--- config.mk ---
export PLATFORM = sky130hd
export DESIGN_NAME = button_conditioner
export DESIGN_NICKNAME = d
export VERILOG_FILES = /design/src/rtl/button_conditioner.sv
export SDC_FILE = /design/constraint.sdc
export NUM_CORES = 1
export LEC_CHECK = 0
export BUFFER_PORTS_ARGS = -buffer_cell sky130_fd_sc_hd__buf_2
export CORE_ASPECT_RATIO = 0.9
export CORE_MARGIN = 5
export CORE_UTILIZATION = 25
export DETAILED_ROUTE_END_ITERATION = 8
export GPL_TIMING_DRIVEN = 0
export PLACE_DENSITY = 0.39
export SYNTH_ARGS = -nofsm -noshare
export SYNTH_HDL_FRONTEND = slang
export SYNTH_SLANG_ARGS = --single-unit
--- constraint.sdc ---
create_clock -name Clk -period 3.55 [get_ports Clk]
set_input_delay 0.71 -clock Clk [delete_from_list [all_inputs] [get_ports Clk]]
set_output_delay 0.71 -clock Clk [all_outputs]
set_load 0.05 [all_outputs]
--- src/rtl/button_conditioner.sv ---
// Input conditioner for the multiplier front panel: synchronises the raw keys and switches,
// debounces each key, and emits active-high levels plus one-cycle press strobes.
module button_conditioner #(
   parameter int unsigned SW_WIDTH        = 8,
   parameter int unsigned SYNC_STAGES     = 2,
   parameter int unsigned DEBOUNCE_CYCLES = 500000
) (
   input  logic                Clk,
   input  logic                Reset_n,
   input  logic                Run,
   input  logic                Reset_Load_Clear,
   input  logic [SW_WIDTH-1:0] SW,
   output logic                Run_Level,
   output logic                Clr_Ld_Level,
   output logic                Run_Pulse,
   output logic                Clr_Ld_Pulse,
   output logic [SW_WIDTH-1:0] SW_Sync
);

   localparam int unsigned CNT_W    = $clog2(DEBOUNCE_CYCLES + 1);
   localparam int unsigned NUM_KEYS = 2;
   localparam int unsigned RUN_IDX  = 0;
   localparam int unsigned CLR_IDX  = 1;
   localparam logic [CNT_W-1:0] CNT_LAST = CNT_W'(DEBOUNCE_CYCLES - 1);

   typedef enum logic [1:0] {
      RELEASED     = 2'd0,
      WAIT_PRESS   = 2'd1,
      PRESSED      = 2'd2,
      WAIT_RELEASE = 2'd3
   } key_state_e;

   logic [NUM_KEYS-1:0]    key_raw;
   logic [SYNC_STAGES-1:0] key_sync_q [NUM_KEYS];
   logic [NUM_KEYS-1:0]    key_s;
   logic [SW_WIDTH-1:0]    sw_sync_q  [SYNC_STAGES];

   key_state_e             state_q [NUM_KEYS];
   key_state_e             state_d [NUM_KEYS];
   logic [CNT_W-1:0]       cnt_q   [NUM_KEYS];
   logic [CNT_W-1:0]       cnt_d   [NUM_KEYS];
   logic [NUM_KEYS-1:0]    level_q;
   logic [NUM_KEYS-1:0]    level_d;
   logic [NUM_KEYS-1:0]    pulse_d;
   logic                   clr_pulse_q;
   logic                   run_pulse_q;
   logic                   run_pulse_d;

   assign key_raw = {Reset_Load_Clear, Run};

   // Synchronisers: keys idle high (released), switches idle low.
   always_ff @(posedge Clk or negedge Reset_n) begin
      if (!Reset_n) begin
         for (int k = 0; k < NUM_KEYS; k++) key_sync_q[k] <= '1;
         for (int i = 0; i < SYNC_STAGES; i++) sw_sync_q[i] <= '0;
      end else begin
         for (int k = 0; k < NUM_KEYS; k++)
            key_sync_q[k] <= {key_sync_q[k][SYNC_STAGES-2:0], key_raw[k]};
         sw_sync_q[0] <= SW;
         for (int i = 1; i < SYNC_STAGES; i++) sw_sync_q[i] <= sw_sync_q[i-1];
      end
   end

   // Debounce FSMs; key_s is the synchronised active-low key.
   always_comb begin
      for (int k = 0; k < NUM_KEYS; k++) begin
         state_d[k] = state_q[k];
         cnt_d[k]   = cnt_q[k];
         pulse_d[k] = 1'b0;
         key_s[k]   = key_sync_q[k][SYNC_STAGES-1];
         case (state_q[k])
            RELEASED: begin
               if (!key_s[k]) begin
                  state_d[k] = WAIT_PRESS;
                  cnt_d[k]   = '0;
               end
            end
            WAIT_PRESS: begin
               if (key_s[k]) begin
                  state_d[k] = RELEASED;
               end else if (cnt_q[k] == CNT_LAST) begin
                  state_d[k] = PRESSED;
                  pulse_d[k] = 1'b1;
               end else begin
                  cnt_d[k] = cnt_q[k] + CNT_W'(1);
               end
            end
            PRESSED: begin
               if (key_s[k]) begin
                  state_d[k] = WAIT_RELEASE;
                  cnt_d[k]   = '0;
               end
            end
            WAIT_RELEASE: begin
               if (!key_s[k]) begin
                  state_d[k] = PRESSED;
               end else if (cnt_q[k] == CNT_LAST) begin
                  state_d[k] = RELEASED;
               end else begin
                  cnt_d[k] = cnt_q[k] + CNT_W'(1);
               end
            end
            default: state_d[k] = RELEASED;
         endcase
         level_d[k] = (state_d[k] == PRESSED) || (state_d[k] == WAIT_RELEASE);
      end
      // Clear/Load wins: a Run press landing while Clear is held or strobing is dropped.
      run_pulse_d = pulse_d[RUN_IDX] & ~level_d[CLR_IDX] & ~pulse_d[CLR_IDX];
   end

   always_ff @(posedge Clk or negedge Reset_n) begin
      if (!Reset_n) begin
         for (int k = 0; k < NUM_KEYS; k++) begin
            state_q[k] <= RELEASED;
            cnt_q[k]   <= '0;
         end
         level_q     <= '0;
         clr_pulse_q <= 1'b0;
         run_pulse_q <= 1'b0;
      end else begin
         for (int k = 0; k < NUM_KEYS; k++) begin
            state_q[k] <= state_d[k];
            cnt_q[k]   <= cnt_d[k];
         end
         level_q     <= level_d;
         clr_pulse_q <= pulse_d[CLR_IDX];
         run_pulse_q <= run_pulse_d;
      end
   end

   assign Run_Level    = level_q[RUN_IDX];
   assign Clr_Ld_Level = level_q[CLR_IDX];
   assign Run_Pulse    = run_pulse_q;
   assign Clr_Ld_Pulse = clr_pulse_q;
   assign SW_Sync      = sw_sync_q[SYNC_STAGES-1];

endmodule

# == Word level (Yosys, flattened, before mapping) ==
# Index checks and enable logic that the tools add are counted.
# word_totals
word_cells,75
reg_bits,66
out_inout_bits,12
# classes
n_addsub,2
muxes,32
bitwise,4
eq_ne,20
reduce_logical,6
# ops
op,n
$mux 19,10
$pmux 19 s4,2
$add 19x1->19 const B,2
$eq 19x19->1 const B,2
$mux 2,12
$eq 2x2->1 const B,8
$ne 2x2->1 const B,8
$pmux 2 s4,2
$reduce_and 4->1,2
$mux 1,6
$eq 2x1->1 const B,2
$logic_not 2->1,2
$and 1x1->1,2
$logic_or 1x1->1,2
$not 1->1,2

# == Longest topological paths before layout ==
# Gate-level depths: netlist of the first run.
# logic_depth
ltp_word,9
ltp_mapped,6
mapped_depth_nobuf,5

# == Worst setup path before layout of the first run ==
# OpenSTA, ideal clock, no wires.
# synth_timing
kind,register to register
startpoint,register level_q[1] (netlist name)
endpoint,register cnt_q[17] (netlist bit)
required_time_ps,3426
setup_time_ps,124
arrival_ps,1724
synth_period_minus_slack_ps,1848
path_buffers,1
slack_ps,1702
stages_incl_launch_ff,5
path_cell_list,dfrtp_1 xnor2_1 o21ai_4 buf_4 a211o_1
# synth_rtl
element,line,source
"end signal, assigned by index",123,cnt_q[k] <= cnt_d[k];
"end, declared",40,logic [CNT_W-1:0] cnt_q [NUM_KEYS];

==> results of run 1 <==
[state kept, by name (all words and copies together) (netlist names)]
register and flops:
level_q 2, key_s 2, SW_Sync 8, key_sync_q 2, cnt_q 38, sw_sync_q 8
Clr_Ld_Pulse 1, Run_Pulse 1, state_q 3
[power by group through the flow]
stage	combinational (µW)	sequential, µW	clock (µW)
3_3_place_gp	152	809	0
2_1_floorplan	105	804	0
3_5_place_dp	154	809	0
6_report	152	796	1030
4_1_cts	155	796	1060
5_1_grt	170	801	1090
[cell type report]
| cell class | count | area [µm²] |
|---|---|---|
| tap | 164 | 205 |
| multi-input combinational | 211 | 1430 |
| sequential | 65 | 1630 |
| clock buffer | 9 | 225 |
| buffer | 26 | 164 |
| timing repair buffer | 23 | 118 |
| clock inverter | 7 | 119 |
| inverter | 8 | 30.0 |
| fill | 1311 | 8810 |
[metal layers]
layer  wire [µm]  share of wire, %
met2        3460                43
met1        3970                50
met3         460               5.8
met5           0                 0
met4          68              0.85
[per-stage QoR]
step           utilization, %  cell area (µm²)  setup slack, ns  hold WS (ns)  total power [µW]
2_1_floorplan               -             3260             1.70         0.331               908
3_3_place_gp             28.1             3580             1.38         0.332               961
3_5_place_dp             28.1             3580             1.50         0.335               963
4_1_cts                  30.8             3930             1.49         0.347              2010
5_1_grt                  30.8             3930             1.32         0.354              2060
6_report                 30.8             3930             1.47         0.345              1980
[kinds of logic after synthesis]
| kind of cell | Yosys count | share of synthesized area, % |
|---|---|---|
| mux | 13 | 4.26 |
| flops | 65 | 50.1 |
| xor+xnor | 5 | 1.57 |
| buf+inv | 34 | 5.95 |
| fa+ha+maj | 2 | 0.768 |
| compound gates | 63 | 13.4 |
| simple gates | 128 | 24.0 |
[worst min path at each step]
stage / slack (ns) / cells past startpoint / start / to
2_1_floorplan: 0.33 / 0 / sw_sync_q[8] / SW_Sync[0]
3_3_place_gp: 0.33 / 0 / sw_sync_q[12] / SW_Sync[4]
3_5_place_dp: 0.33 / 0 / sw_sync_q[11] / SW_Sync[3]
4_1_cts: 0.35 / 0 / sw_sync_q[11] / SW_Sync[3]
5_1_grt: 0.35 / 0 / sw_sync_q[12] / SW_Sync[4]
6_report: 0.35 / 0 / sw_sync_q[11] / SW_Sync[3]
[cell usage in the layout, fill, tap and decap left out, types with 3 or more instances in the layout]
master / n
nor4b_1: 4
clkbuf_16: 9
buf_4: 11
a21oi_1: 15
a22o_1: 4
nor3_1: 11
bufinv_16: 3
o2bb2ai_1: 3
and4_1: 8
nand4_2: 3
a21o_1: 5
buf_2: 29
mux2i_1: 9
nand2_1: 27
a211o_1: 3
clkbuf_1: 3
inv_1: 6
o21ai_0: 9
o31ai_1: 9
nor2_1: 12
a31oi_1: 4
dfstp_2: 4
nand4_1: 8
or3_1: 3
mux2_2: 3
clkbuf_2: 4
nor4_1: 5
nand3_1: 16
or4_1: 10
dfrtp_1: 61
and3_1: 3
==> metrics.md, run 1 <==
| Metric | Value |
|---|---|
| Status | `finished, final reports clean` |
| Critical path startpoint category | `flip-flop` |
| Slowest stage delay, CP | `0.80 ns` |
| Die W | `130 µm` |
| Port Buf Inserts | `23` |
| Met2 usage | `15.6%` |
| MaxCap Viol Count | `0` |
| Vias in the first global route | `2480` |
| GR peak layer | `met2` |
| # IOs | `24` |
| Fin crit period | `2.08 ns` |
| N_diodes | `0` |
| Post-CTS resize count | `0` |
| WP data required | `3.78 ns` |
| Post-DRT Antenna Nets | `0` |
| Most frequent cell after synthesis | `dfrtp_1` |
| Max Freq | `481 MHz` |
| Max Root-Sink Buffers | `2` |
| Row count | `39` |
| Share of power burned in the clock network | `52.0%` |
| Yosys warning count | `0` |
| Worst path slowest cell | `xnor2_1` |
| Setup Viol. Count Final | `0` |
| DRT Pass-1 Iters | `4` |
| Root Driver | `clkbuf_16` |
| CP bufs+invs | `1` |
| Chip Height | `118 µm` |
| Worst Skew | `0.00614 ns` |
| Setup TNS Final | `0 ns` |
| Met3 usage | `4.47%` |
| Synth top area cells | `dfrtp_1 (47%), dfstp_2 (3.2%), nand2_1 (3.1%)` |
| Post-synth top cells | `dfrtp_1 (61), nand2_1 (27), nand3_1 (16), a21oi_1 (15), nor2_1 (12)` |
| Sw Ratio | `23.4%` |
| Post-Syn Instances | `310` |
| Seq cells post-synth | `65` |
| Library cells used by synthesis | `57` |
| GRT Overall Usage | `11.0%` |
| Post-CTS Hold Buffers | `0` |
| Worst IR Drop VDD | `289 µV` |
| FF-to-FF setup slack | `1.47 ns` |
| Worst hold path class | `flip-flop to flip-flop` |
| Mean Syn Cell Area | `10.5 µm²` |
| Post-DP HPWL | `5240 µm` |
| Vias/cell | `4.90` |
| Worst R2R Start | `level_q[1]` |
| DR WL/cell | `15.5 µm` |
| Gate power share | `7.7%` |
| Least-Margin Pin Slew | `0.983 ns` |
| EDFF count, synth | `0` |
| WP depth | `4` |
| # placed instances | `497` |
| GR Overflow Total | `0` |
| H-tree depth | `3` |
| Unrepaired setup endpoints after global routing | `false` |
| Crit share post-route | `58.6%` |
| Total CTS buffers | `9` |
| Initial antenna violation count | `0` |
| Mapped Area | `0.00326 mm²` |
| Clk Latency, worst-skew pair | `0.34 ns` |
| Via count | `2513` |
| Post-CTS setup buffers | `0` |
| CP Class | `flip-flop to flip-flop` |
| Core area | `0.0127 mm²` |
| DRC violations left | `0` |
| Slew Viols, Final | `0` |
| Cell-internal power | `1510 µW` |
| Critical R2R Capture | `cnt_q[18]` |
| Top cell type's share of synthesized area | `46.8%` |
| CP Capture Type | `flip-flop` |
| Die area | `0.0154 mm²` |
| FFs w/ async S/R, synth | `100%` |
| Switching Power | `463 µW` |
| Layout cells sized above 1 | `24.1%` |
| CTS tree | `yes` |
| Starting density of the core | `25.6%` |
| Slew headroom | `34.0%` |
| Synthesized net count | `324` |
| Crit path launch | `level_q[1]` |
| Grt met1 use | `15.5%` |
| Leak pwr | `0.00173 µW` |
| Yosys top cell by area | `dfrtp_1` |
| Ys flop type | `dfrtp_1` |
| Final Hold Viols | `0` |
| Largest net degree at the start of global routing | `66` |
| R2R depth | `4` |
| Worst-path cell chain | `xnor2_1 > o21ai_4 > buf_4 > a211o_1` |
| Area Growth Syn to Fin | `20.5%` |
| Crit path DAT | `2.30 ns` |
| Post-synthesis sequential area ratio | `50.1%` |
| Clk sinks | `65` |
| Routed Wire Length | `7960 µm` |
| Placer Congestion | `0.750` |
| 1st-iter DRT viols | `134` |
| Global-route wire length before repair | `13200 µm` |
| Final Non-Filler Cells | `513` |
| Crit-path leading delay family | `XOR/XNOR gates` |
| Pwr/cell area | `503 mW/mm²` |
| Nets@finish | `358` |
| Worst setup endpoint | `cnt_q[18]` |
| Reg power frac | `40.3%` |
| CP Max Fanout | `10` |
| Clock Pin Slew Worst Setup and Hold Paths | `0.06 ns` |
Power figures use the tool's default switching activity.
==> inputs of run 2 (changes only) <==
clock period = 2.1 ns   (was 3.55 ns; I/O delays follow)
==> run 2 against run 1 <==
Compared with the run above:
- setup slack lost 1.4 ns
- combinational power increased by 74%
- non-clock buffer count did not move
- flip-flop and latch count unchanged
- cell count unchanged
- first-iteration DRC count shrank 13%
- clock skew about the same
- hold slack got worse by 0.16 ns
- count of clock-buffer cells in the layout unchanged
- utilization grew 0.25 points
- fmax rose by 4.7%
- total power grew 69%
==> metrics.md, run 2 (synthesis gave the netlist of run 1 again) <==
| Metric | Value |
|---|---|
| Via count | `2540` |
| Vias/cell | `4.95` |
| Setup TNS Final | `0 ns` |
| MaxCap Viol Count | `0` |
| Place WS | `0.0516 ns` |
| Unrepaired setup endpoints after global routing | `false` |
| Largest net degree at the start of global routing | `66` |
| Crit path DAT | `2.21 ns` |
| Clk Latency, worst-skew pair | `0.34 ns` |
| Commonest non-fill, non-tap cells in the layout | `dfrtp_1 (61), buf_2 (29), nand2_1 (27), nand3_1 (16), a21oi_1 (15)` |
| Critical path startpoint category | `flip-flop` |
| Root Driver | `clkbuf_16` |
| Core area | `0.0127 mm²` |
| Worst hold path class | `input pin to flip-flop` |
| Slew Viols, Final | `0` |
| Sw Ratio | `23.5%` |
| GR Overflow Total | `0` |
| Slew headroom | `43.1%` |
| Layout cells sized above 1 | `24.6%` |
| Worst IR Drop VDD | `490 µV` |
| Gate power share | `7.9%` |
| Crit share post-route | `94.6%` |
| Routed Wire Length | `8000 µm` |
| Total CTS buffers | `9` |
| Final setup margin | `0.114 ns` |
| WP data required | `2.32 ns` |
| Post-CTS Hold Buffers | `0` |
| Setup Viol. Count Final | `0` |
| Die area | `0.0154 mm²` |
| Area Growth Syn to Fin | `21.4%` |
| Max Freq | `504 MHz` |
| Status | `finished, final reports clean` |
| Post-CTS setup buffers | `0` |
| Commonest non-fill, non-tap cell in the layout | `dfrtp_1` |
| Worst Skew | `0.00635 ns` |
| Clk sinks | `65` |
| DRC violations left | `0` |
| H-tree depth | `3` |
| Vias in the first global route | `2480` |
| Initial antenna violation count | `0` |
| Leak pwr | `0.00175 µW` |
| CP Max Fanout | `7` |
| # IOs | `24` |
| Nets@finish | `358` |
| CTS tree | `yes` |
| CP Capture Type | `flip-flop` |
| DRT Pass-1 Iters | `4` |
| Least-Margin Pin Slew | `0.853 ns` |
| CP Class | `flip-flop to flip-flop` |
| Die W | `130 µm` |
| Post-DRT Antenna Nets | `0` |
| Clock Pin Slew Worst Setup and Hold Paths | `0.05 ns` |
| GRT Overall Usage | `11.0%` |
| Final Hold Viols | `0` |
| Largest Register | `cnt_q` |
| Pwr/cell area | `845 mW/mm²` |
| DR WL/cell | `15.6 µm` |
| Share of power burned in the clock network | `51.8%` |
| Global-route wire length before repair | `13200 µm` |
| Fin crit period | `1.99 ns` |
| Cell-internal power | `2560 µW` |
| 1st-iter DRT viols | `116` |
| Max reg flops | `38` |
| Row count | `39` |
| Reg power frac | `40.3%` |
| Switching Power | `785 µW` |
| N_diodes | `0` |
| Chip Height | `118 µm` |
| Max Root-Sink Buffers | `2` |
| Starting density of the core | `25.6%` |
| FILL cells | `1313` |
| Post-DP HPWL | `5240 µm` |
| Post-CTS resize count | `0` |
| Placer Congestion | `0.750` |
| Port Buf Inserts | `23` |
## run 2: layer usage
metal | GRT usage (%) | vias up | routed length (µm)
li1 | - | 1233 | -
met1 | 15.5 | 1237 | 3930
met2 | 15.6 | 63 | 3470
met3 | 4.47 | 7 | 531
met4 | 2.89 | 0 | 75
met5 | 0 | - | 0
## run 2: cell type report
cell class	count	area (µm²)	area share, %
plain buffers	26	164	4.14
multi-input cells	211	1470	37.0
flip-flops and latches	65	1630	41.2
inverters	8	30.0	0.759
clock buffers	9	225	5.69
repair buffers	23	118	2.97
well taps	164	205	5.18
clock inverters	7	119	3.00
## run 2: path summary, 6_finish.rpt
kind | to | depth (start not counted) | slack (ns) | start
max in group asynchronous | cnt_q[14] | 1 | 1.35 | Reset_n
hold reg to reg | SW_Sync[3] | 0 | 0.35 | sw_sync_q[11]
setup reg to reg | cnt_q[0] | 6 | 0.11 | cnt_q[7]
setup / recovery | cnt_q[0] | 6 | 0.11 | cnt_q[7]
min in group asynchronous | cnt_q[35] | 1 | 0.19 | Reset_n
hold / removal | key_sync_q[2] | 1 | 0.18 | Run
## run 2: stage by stage
stage                     power, µW  cell area (µm²)  hold WS (ns)  cells  util, %
final                          3350             3960         0.183    513     31.1
after global routing           3490             3960         0.161    513     31.1
after CTS                      3400             3930         0.167    513     30.8
after detailed placement       1630             3580         0.335    497     28.1
after global placement         1620             3580         0.332    497     28.1
after floorplan                1540             3260         0.124    310        -
## run 2: worst max-delay path: stages (launching register included)
cell and delay [ns]:
dfrtp_1 0.36, clkbuf_2 0.17, nor4b_2 0.39, nand4_2 0.24, o21ai_4 0.26, inv_2 0.13
mux2_4 0.31
## run 2: power groups by stage
stage                     combinational (µW)  sequential (µW)  clock [µW]
after floorplan                          177             1360           0
after global placement                   257             1370           0
after detailed placement                 261             1370           0
after CTS                                262             1350        1800
after global routing                     295             1350        1840
final                                    265             1350        1730
